<file path="src/rtl/mem_pkg.sv">
// rtl/mem_pkg.sv - shared defaults and reset-image helper for the memories library
package mem_pkg;

  localparam int MEM_DATA_W = 8;
  localparam int MEM_ADDR_W = 8;

  // Reset image: word i holds its own index, truncated to the word width
  function automatic logic [MEM_DATA_W-1:0] init_word(input int unsigned idx);
    return idx[MEM_DATA_W-1:0];
  endfunction

endpackage

</file>
<file path="src/rtl/sram_sync.sv">
// rtl/sram_sync.sv - single-port synchronous SRAM, write-first, registered read
module sram_sync
  import mem_pkg::*;
#(
  parameter int DATA_W = MEM_DATA_W,
  parameter int ADDR_W = MEM_ADDR_W,
  parameter int DEPTH  = 2**ADDR_W
) (
  input  logic              clk,
  input  logic              rst_n,
  input  logic [DATA_W-1:0] Dato_e,
  input  logic [ADDR_W-1:0] Dir,
  input  logic              WE,
  input  logic              En,
  output logic [DATA_W-1:0] Dato_s
);

  logic [DATA_W-1:0] mem [DEPTH];

  // Array is flop-based so the async reset can reload the index pattern
  always_ff @(posedge clk or negedge rst_n) begin
    if (!rst_n) begin
      for (int i = 0; i < DEPTH; i++) begin
        mem[i] <= DATA_W'(init_word(i));
      end
    end else if (En && WE) begin
      mem[Dir] <= Dato_e;
    end
  end

  always_ff @(posedge clk or negedge rst_n) begin
    if (!rst_n) begin
      Dato_s <= '0;
    end else if (En) begin
      Dato_s <= WE ? Dato_e : mem[Dir];
    end
  end

endmodule

</file>
<file path="config.mk">
export PLATFORM = sky130hd
export DESIGN_NAME = sram_sync
export DESIGN_NICKNAME = d
export VERILOG_FILES = /design/src/rtl/mem_pkg.sv /design/src/rtl/sram_sync.sv
export SDC_FILE = /design/constraint.sdc
export NUM_CORES = 2
export LEC_CHECK = 0
export BUFFER_PORTS_ARGS = -buffer_cell sky130_fd_sc_hd__clkbuf_2
export CORE_ASPECT_RATIO = 0.6
export CORE_MARGIN = 4
export CORE_UTILIZATION = 55
export DETAILED_ROUTE_END_ITERATION = 10
export GPL_ROUTABILITY_DRIVEN = 0
export PLACE_DENSITY = 0.73
export SLEW_MARGIN = 20
export SYNTH_ARGS = -nofsm -noshare
export SYNTH_HDL_FRONTEND = slang
export SYNTH_SLANG_ARGS = --single-unit
export TNS_END_PERCENT = 5
</file>
<file path="constraint.sdc">
create_clock -name clk -period 2 [get_ports clk]
set_input_delay 0.4 -clock clk [delete_from_list [all_inputs] [get_ports clk]]
set_output_delay 0.4 -clock clk [all_outputs]
set_load 0.005 [all_outputs]
</file>
==> flow_summary.toml <==
[run_status]
status = "finished, violations left"
violations = "setup timing"

[placement]
port_buffers = 27
dp_hpwl_mm = 182
dp_slack_ns = -1.96
dp_cells = 8485

[yosys]
seq_area_frac_synth = 0.560
synth_fa_ha_area_frac = 0
synthesis.instances = 5767
synth_top_cell_by_area = "dfstp_2"
yosysWarnings = 0
ys_ff_latch = 2056
synthMuxAreaShare = 0.380
synth_nets = 5787
synth-compound-area-share = 0.0214
synthTopCellsByArea = "dfstp_2, dfrtp_1, mux2_2"
synth_cell_types = 39
synthSimpleGateAreaFrac = 0.0198
synth_top_family_by_area = "multiplexers"
synthXorXnorAreaFrac = 0
synth_top_area_share = 0.286
syn_area_um2 = 94200
avgSynthCellArea_um2 = 16.3

[grt]
grt_util_met2 = 0.426
grtUsageMet1 = 0.459
grt_pass1_vias = 59398
antenna_found_initial = 7
grt_usage = 0.303
grtUsageMet3 = 0.0903
grt_pass1_wl_mm = 404
grt_max_degree = 100
grt_overflow = 0
grt_busiest_layer = "met1"

[finish]
final_util = 0.661
drive_gt1_frac = 0.764
nFillCells = 11420
area_growth_pct = 19.3
layout.cells.non_filler = 8847
nets = 6450

[drt]
drc = 0
vias = 56730
firstDrtPassIters = 7
ant_nets = 0
drtIter0Drc = 5009
drt-wirelength-per-cell_um = 30.1
vias_per_cell = 6.41
drt_wl_total_mm = 267

[clocking]
htree_levels = 4
cts_buffer_depth = 4
cts_buffers = 191
clkLatencyLatePin_ns = 0.85
cts_tree = "yes"
cts.sinks = 2056
ctsRootBufferMaster = "clkbuf_16"
clkTransAtPathRegs_ns = 0.07

[timing]
hold_viol = 0
slew_viol_final = 0
fin_ws_ns = -0.535
final-setup-viol-count = 8
rsz0062_at_grt = "true"
fin_crit_sh = 1.27
timing.fmax_ghz = 0.394
fin_worst_skew_ns = 0.0569
worst_pin_slew_ns = 0.852
hold_ws_ns = 0.0863
fin_crit_ns = 2.54
max_slew_margin = 0.430

[floorplan]
row_count = 117
die_h_um = 329
dieWidth_um = 542
start_util = 0.554
core_area_um2 = 170000
die_area_um2 = 178000
io_pins = 28

[flow_run]
max-cap-violations = 0

[power_and_ir_drop]
vdd_drop_max_v = 0.000864
p_leak_nw = 49.3
powerDensity_nw_per_um2 = 782

[critical_path]
required_ns = 2.71
endpoint_kind = "flop"
worstSetupPathType = "flop to flop"
worstPathMaxFanout = 2
crit_arrival_ns = 3.24
startpoint_type = "flop"

[min_path]
min-delay-path-class = "primary input to flop"
==> final cells by class <==
cell class,count,area (µm²),share of cell area
Clock buffer,284,5590,0.0498
Inverter,1,3.75,0.0000334
Timing Repair Buffer,907,10300,0.0920
Clock inverter,63,711,0.00632
Antenna cell,2,5.00,0.0000445
Tap cell,2261,2830,0.0252
Multi-Input combinational cell,3273,40200,0.358
Sequential cell,2056,52700,0.469
==> cell usage after synthesis, drive strengths merged <==
cell    count
mux2     2048
dfrtp    1032
dfstp    1024
mux4      563
clkbuf    320
nor2      173
a22oi     169
nand2     150
buf       117
a21oi      83
o41ai      20
nor3        8
nor2b       7
mux2i       6
nand2b      6
nand3       6
a41oi       5
o22a        5
o22ai       4
and2        3
nor4b       3
or2         3
nor4        2
o211ai      2
o21ai       2
a31oi       1
and4b       1
clkinv      1
nand4       1
o221ai      1
or3         1
==> through the flow <==
step | TNS [ns] | area [µm²] | total power [mW]
2_1_floorplan | -647.65 | 94600 | 47.6
3_3_place_gp | -1015.63 | 106000 | 50.8
3_5_place_dp | -1054.30 | 106000 | 51.0
4_1_cts | -3.59 | 112000 | 88.3
5_1_grt | -4.04 | 112000 | 90.7
6_report | -3.60 | 112000 | 87.9
==> layout by cell type, fill, tap and decap left out, drive strengths merged <==
cell / count
mux2: 2048
dfrtp: 1032
dfstp: 1024
buf: 882
mux4: 563
clkbuf: 307
nor2: 173
a22oi: 169
nand2: 150
a21oi: 83
clkinv: 39
o41ai: 20
bufinv: 14
nor3: 8
nor2b: 7
nand2b: 6
nand3: 6
mux2i: 6
clkinvlp: 6
o22a: 5
inv: 5
a41oi: 5
o22ai: 4
or2: 3
nor4b: 3
and2: 3
diode: 2
o211ai: 2
dlygate4sd3: 2
nor4: 2
o21ai: 2
nand4: 1
or3: 1
a31oi: 1
o221ai: 1
and4b: 1
==> registers in the layout, summed over array words and instances, names as in the netlist <==
register	count
Dato_s	8
mem	2048
==> power breakdown <==
part | total (mW) | leakage [nW] | internal, mW | switching [mW]
Combinational | 6.64 | 21.3 | 2.87 | 3.76
Sequential | 43.8 | 24.9 | 43.2 | 0.630
Clock | 37.4 | 3.11 | 21.2 | 16.2
Total | 87.9 | 49.3 | 67.2 | 20.6
==> worst max-delay path: stages (launching register included) <==
cell and delay (ns):
dfrtp_1 0.41, mux4_2 0.53, mux4_2 0.55, mux4_2 0.63, a22oi_2 0.19, a21oi_1 0.10
==> kinds of logic (layout without fill, tap and decap cells) <==
group,count (synthesis),count (layout)
and+or+nand+nor,364,364
DFF,2056,2056
AOI/OAI and AO/OA,292,292
buffers and inverters,438,1255
muxes,2617,2617
other,0,2
==> timing repair <==
item,CTS,global route
pin swaps,7,12
gates resized for setup,38,31
endpoints found under the hold margin,478,0
setup buffers,0,10
endpoints found under the setup margin,8,8
cloned,0,1
hold buffers,2,0
==> routing by layer <==
| layer | vias up | wire, µm |
|---|---|---|
| li1 | 23080 | - |
| met3 | 474 | 25100 |
| met5 | - | 38 |
| met1 | 31059 | 119000 |
| met4 | 6 | 7900 |
| met2 | 2111 | 115000 |
==> worst paths after layout <==
check | startpoint | endpoint | slack [ns] | cells after the start
worst min register to register | mem[492] | mem[492] | 0.50 | 1
worst max register to register | mem[634] | Dato_s[2] | -0.54 | 5
min in group asynchronous | rst_n | mem[1432] | 0.32 | 3
worst min-delay path | En | Dato_s[5] | 0.09 | 4
worst max-delay path | mem[634] | Dato_s[2] | -0.54 | 5
max in group asynchronous | rst_n | mem[673] | 0.89 | 4
No activity file was read; power rests on OpenSTA's default activity.
